### config.mk
export PLATFORM = sky130hd
export DESIGN_NAME = sort_feeder
export DESIGN_NICKNAME = d
export VERILOG_FILES = /design/src/rtl/sort_feeder.sv
export SDC_FILE = /design/constraint.sdc
export NUM_CORES = 1
export LEC_CHECK = 0
export CAP_MARGIN = 20
export CORE_MARGIN = 2
export CORE_UTILIZATION = 40
export DETAILED_ROUTE_END_ITERATION = 16
export PLACE_DENSITY = 0.73
export SETUP_SLACK_MARGIN = 0.3
export SLEW_MARGIN = 20
export SYNTH_ARGS = -nofsm -noshare
export SYNTH_HDL_FRONTEND = slang
export SYNTH_SLANG_ARGS = --single-unit
### constraint.sdc
create_clock -name clk -period 1.9 [get_ports clk]
set_input_delay 0.19 -clock clk [delete_from_list [all_inputs] [get_ports clk]]
set_output_delay 0.19 -clock clk [all_outputs]
set_load 0.02 [all_outputs]
### src/rtl/sort_feeder.sv
// Frame front end for the toggle-commanded insertion sorter: loads one frame,
// sorts it, then drains it largest-first onto a valid/ready stream.
module sort_feeder #(
  parameter int W       = 16,
  parameter int MAX_LEN = 255,
  parameter int TO_W    = 12
) (
  input  logic         clk,
  input  logic         rst,
  input  logic [W-1:0] s_data,
  input  logic         s_valid,
  input  logic         s_last,
  output logic         s_ready,
  output logic [W-1:0] m_data,
  output logic         m_valid,
  output logic         m_last,
  input  logic         m_ready,
  output logic         srt_clear,
  output logic         srt_push,
  output logic         srt_sort,
  output logic         srt_pop,
  output logic [W-1:0] srt_din,
  input  logic [W-1:0] srt_dout,
  input  logic         srt_idle,
  output logic         busy,
  output logic         overflow,
  output logic         err
);

  localparam int CW = $clog2(MAX_LEN + 1);
  localparam logic [TO_W-1:0] TO_MAX = {TO_W{1'b1}};

  localparam logic [2:0] S_IDLE  = 3'd0;
  localparam logic [2:0] S_IN    = 3'd1;
  localparam logic [2:0] S_GUARD = 3'd2;
  localparam logic [2:0] S_WAIT  = 3'd3;
  localparam logic [2:0] S_OUT   = 3'd4;
  localparam logic [2:0] S_ERR   = 3'd5;

  // Command code doubles as the toggle bit index (bit0 clear .. bit3 pop).
  localparam logic [1:0] P_CLR  = 2'd0;
  localparam logic [1:0] P_PUSH = 2'd1;
  localparam logic [1:0] P_SORT = 2'd2;
  localparam logic [1:0] P_POP  = 2'd3;

  logic [2:0]      state_q, state_d;
  logic [1:0]      phase_q, phase_d;
  logic [3:0]      tog_q, tog_d;
  logic [CW-1:0]   count_q, count_d;
  logic [CW-1:0]   rem_q, rem_d;
  logic            last_q, last_d;
  logic [TO_W-1:0] wd_q, wd_d;
  logic [W-1:0]    din_q, din_d;
  logic [W-1:0]    mdata_q, mdata_d;
  logic            mvalid_q, mvalid_d;
  logic            mlast_q, mlast_d;
  logic            ovf_q, ovf_d;
  logic            err_q, err_d;
  logic            issue;
  logic [1:0]      cmd;

  always_comb begin
    // NOTE: every next-state value starts from its register so no path leaves it unassigned (no latch).
    state_d  = state_q;
    phase_d  = phase_q;
    tog_d    = tog_q;
    count_d  = count_q;
    rem_d    = rem_q;
    last_d   = last_q;
    wd_d     = wd_q;
    din_d    = din_q;
    mdata_d  = mdata_q;
    mvalid_d = mvalid_q;
    mlast_d  = mlast_q;
    ovf_d    = ovf_q;
    err_d    = err_q;
    issue    = 1'b0;
    cmd      = P_CLR;

    case (state_q)
      S_IDLE: begin
        if (srt_idle) begin
          issue = 1'b1;
          cmd   = P_CLR;
        end
      end
      S_IN: begin
        if (s_valid) begin
          last_d = s_last;
          if (count_q == CW'(MAX_LEN)) begin
            ovf_d = 1'b1;
            if (s_last) begin
              issue = 1'b1;
              cmd   = P_SORT;
            end
          end else begin
            din_d   = s_data;
            count_d = count_q + 1'b1;
            issue   = 1'b1;
            cmd     = P_PUSH;
          end
        end
      end
      // The sorter has not yet seen the new toggle, so its idle flag is stale here.
      S_GUARD: begin
        wd_d    = '0;
        state_d = S_WAIT;
      end
      S_WAIT: begin
        if (srt_idle) begin
          case (phase_q)
            P_CLR:  state_d = S_IN;
            P_PUSH: begin
              if (last_q) begin
                issue = 1'b1;
                cmd   = P_SORT;
              end else begin
                state_d = S_IN;
              end
            end
            P_SORT: begin
              rem_d = count_q;
              issue = 1'b1;
              cmd   = P_POP;
            end
            default: begin
              mdata_d  = srt_dout;
              mvalid_d = 1'b1;
              mlast_d  = (rem_q == CW'(1));
              rem_d    = rem_q - 1'b1;
              state_d  = S_OUT;
            end
          endcase
        end else if (wd_q == TO_MAX) begin
          err_d   = 1'b1;
          state_d = S_ERR;
        end else begin
          wd_d = wd_q + 1'b1;
        end
      end
      S_OUT: begin
        if (m_ready) begin
          mvalid_d = 1'b0;
          mlast_d  = 1'b0;
          if (mlast_q) begin
            count_d = '0;
            state_d = S_IDLE;
          end else begin
            issue = 1'b1;
            cmd   = P_POP;
          end
        end
      end
      S_ERR:   state_d = S_ERR;
      default: state_d = S_IDLE;
    endcase

    if (issue) begin
      tog_d   = tog_q ^ (4'b0001 << cmd);
      phase_d = cmd;
      state_d = S_GUARD;
    end
  end

  always_ff @(posedge clk) begin
    if (rst) begin
      state_q  <= S_IDLE;
      phase_q  <= P_CLR;
      tog_q    <= '0;
      count_q  <= '0;
      rem_q    <= '0;
      last_q   <= 1'b0;
      wd_q     <= '0;
      din_q    <= '0;
      mdata_q  <= '0;
      mvalid_q <= 1'b0;
      mlast_q  <= 1'b0;
      ovf_q    <= 1'b0;
      err_q    <= 1'b0;
    end else begin
      // NOTE: non-blocking assignments so every register samples pre-edge values.
      state_q  <= state_d;
      phase_q  <= phase_d;
      tog_q    <= tog_d;
      count_q  <= count_d;
      rem_q    <= rem_d;
      last_q   <= last_d;
      wd_q     <= wd_d;
      din_q    <= din_d;
      mdata_q  <= mdata_d;
      mvalid_q <= mvalid_d;
      mlast_q  <= mlast_d;
      ovf_q    <= ovf_d;
      err_q    <= err_d;
    end
  end

  assign s_ready   = (state_q == S_IN);
  assign busy      = (state_q != S_IDLE);
  assign m_data    = mdata_q;
  assign m_valid   = mvalid_q;
  assign m_last    = mlast_q;
  assign srt_clear = tog_q[0];
  assign srt_push  = tog_q[1];
  assign srt_sort  = tog_q[2];
  assign srt_pop   = tog_q[3];
  assign srt_din   = din_q;
  assign overflow  = ovf_q;
  assign err       = err_q;

endmodule

==> results of run 1 <==
## stage by stage
step                      instances  hold WS (ns)  utilization [%]  total power [W]
after floorplan                 422        0.3260                -         0.001794
after detailed placement        623        0.4490            53.47         0.001963
after global placement          623        0.4420            53.47         0.001958
after CTS                       652        0.1257            58.61         0.003275
final                           663        0.1389            61.07         0.003290
after global routing            663        0.1473            61.07         0.003410
## per-layer routing
layer	up-vias	GRT usage, %	wire [microns]
met1	1680	24.81	4265
met5	-	0	0
li1	1746	-	-
met3	33	5.540	633
met2	131	33.65	5073
met4	0	9.936	383
## cells in the final DEF, fill, tap and decap left out, types with 4 or more instances in the layout
| cell type | synthesis | final |
|---|---|---|
| nor2_1 | 23 | 23 |
| dfxtp_4 | 0 | 8 |
| o21ai_0 | 9 | 9 |
| nand2_1 | 88 | 85 |
| xor2_1 | 4 | 4 |
| nand4_1 | 8 | 8 |
| inv_1 | 15 | 11 |
| nand2b_1 | 6 | 5 |
| nand3_1 | 11 | 9 |
| buf_6 | 3 | 9 |
| buf_4 | 3 | 50 |
| dfxtp_2 | 0 | 5 |
| clkbuf_8 | 0 | 10 |
| o31ai_1 | 5 | 4 |
| a21oi_2 | 1 | 5 |
| dfxtp_1 | 74 | 61 |
| clkdlybuf4s50_1 | 0 | 75 |
| a21oi_1 | 60 | 56 |
| or3_1 | 4 | 4 |
| nor3_1 | 7 | 4 |
## timing repair
action | CTS | global route
hold buffers | 0 | 0
pin swaps | 8 | 15
setup buffers | 13 | 11
endpoints found under the setup margin | 43 | 48
gates resized for setup | 42 | 42
## cell type report
| class | count | area [sq um] |
|---|---|---|
| clock buffers | 10 | 137.6 |
| clock inverters | 6 | 72.57 |
| fillers | 736 | 3346 |
| inverters | 15 | 65.06 |
| multi-input cells | 310 | 2043 |
| flip-flops and latches | 74 | 1518 |
| well taps | 108 | 135.1 |
| repair buffers | 140 | 1276 |
## where the power goes
group          total [W]  switching [W]  internal, W  leakage, nW
Clock            0.00131       0.000650     0.000661        0.109
Combinational   0.000390       0.000190     0.000200         1.13
Sequential       0.00159      0.0000239      0.00156        0.606
## cell families after synthesis
family,count (synthesis)
XOR/XNOR,7
flip-flops,74
AO/OA/AOI/OAI,108
adder cells (fa/ha/maj),8
AND/OR/NAND/NOR,181
buffers and inverters,38
multiplexers,6
## worst paths after layout
path         slack [ns]                 endpoint               startpoint
min reg2reg        0.46  m_data[13]$_SDFFE_PP0P_  m_data[13]$_SDFFE_PP0P_
min                0.14    overflow$_SDFFE_PP0P_                      rst
max                0.16    tog_q[3]$_SDFFE_PP0P_  phase_q[0]$_SDFFE_PP0P_
max reg2reg        0.16    tog_q[3]$_SDFFE_PP0P_  phase_q[0]$_SDFFE_PP0P_
## critical path: stages (launching register included)
cell       delay [ns]
dfxtp_4          0.38
inv_4            0.05
ha_4             0.25
inv_2            0.03
o32a_1           0.37
a2bb2oi_1        0.21
mux2_2           0.35
## registers in the layout, indices dropped and copies added (netlist names)
register / count
m_data: 16
srt_din: 16
wd_q: 12
count_q: 8
rem_q: 8
tog_q: 4
state_q: 3
phase_q: 2
err: 1
last_q: 1
m_last: 1
m_valid: 1
overflow: 1
==> metrics.cfg, run 1 <==
[run_status]
status=completed

[synthesis]
netlist_instances=422
async_flop_share_pct=0
synth_area_sq_um=3486
synth_top_area_cell=dfxtp_1
ys_seq_elements=74
synth_top_family_by_area=simple AND/OR/NAND/NOR gates
synthSimpleGateAreaFrac_pct=26.27
synthTopCellsByCount=nand2_1 (88), dfxtp_1 (74), a21oi_1 (60)
synth_top_area_share_pct=42.50
synth_most_common_cell=nand2_1
synthXorXnorAreaFrac_pct=1.759
synth_edf_count=0
synth_fa_ha_area_share_pct=2.872
yosys-top-cells-area=dfxtp_1 (42%), nand2_1 (9.5%), a21oi_1 (8.6%), ha_1 (2.9%), nor2_1 (2.5%)
syn_area_per_cell_sq_um=8.260
synth_nets=468
synth_compound_area_share_pct=19.49
synthFlopType=dfxtp_1
yosysWarnings=0
synthMuxAreaShare_pct=1.866
ys_types=64
seq_area_frac_synth_pct=42.50

[critical_path]
worstSetupStartpointType=register
reg2regPathDepth=6
crit_path_end_kind=register
critical_path_peak_fanout=3
cp.arrival_ns=1.99
critPathRequiredTime_ns=2.15
critPathKind=reg -> reg

[global_routing]
first_global_vias=3506
grt_pass1_wl_mm=15.98
antenna_found_initial=0
grt_usage_pct=20.47
grt-ovfl-total=0
grt_max_degree=21

[sta]
post-route-period-util_pct=91.66
setup_viol=0
worst_pin_slew_ns=0.4820
max_freq_ghz=0.5742
slew_headroom_pct=67.57
layout_setup_ws_ns=0.1586
rsz0062_at_grt=yes
fin_tns_setup_ns=0
report.final.slew_viol_count=0
clock-skew-final_ns=0.01193
final_hold_viol_count=0
timing.final.crit_period_ns=1.741

[die]
rows=34
ios=80
dieArea_sq_um=9477
start_util_pct=40.56
design.core.area_sq_um=8593
die_x_microns=97.35
die_h_microns=97.35

[place]
dp_hpwl_mm=6.443
dp_worst_setup_slack_ns=-0.03633
dpl_cell_area_sq_um=4594
portBuffers=79
place_congestion=0.8804

[worst_hold_path]
hold_depth=2
hp-class=in -> reg

[finish]
area_growth_pct=50.54
design_area_sq_um=5248
layout-drive-gt1-share_pct=26.85
nNetsFinal=596
diodes=0

[drt]
route.detailed.drc=0
post_drt_wl_per_cell_microns=15.62
first_iter_violations=145
vias=3590
vias_per_cell=5.415
wirelength_mm=10.36
dr.pass1.iters=4
antenna_left=0

[cts]
worstSkewPairLatency_ns=0.36
cts_buffer_depth=2
cts_buffers=9
cts-root-buf=clkbuf_8
clkSinkCount=74
path_clk_slew_ns=0.08
h-tree-depth=3
cts_tree=yes

[job]
max_cap_viol_count=0

[power]
p_leak_nw=1.849
powerDensity_nw_per_um2=626.9
ir_drop_mv=0.3388

Note: power is estimated with default switching activity, not from simulation.
==> inputs of run 2 (changes only) <==
--- a/config.mk
+++ b/config.mk
@@ -5,7 +5,7 @@
 export SDC_FILE = /design/constraint.sdc
 export NUM_CORES = 1
 export LEC_CHECK = 0
-export CAP_MARGIN = 20
+export CAP_MARGIN = 30
 export CORE_MARGIN = 2
 export CORE_UTILIZATION = 40
 export DETAILED_ROUTE_END_ITERATION = 16
==> results of run 2 <==
Same layout as run 1: the final DEF is identical, and so are final timing and power.
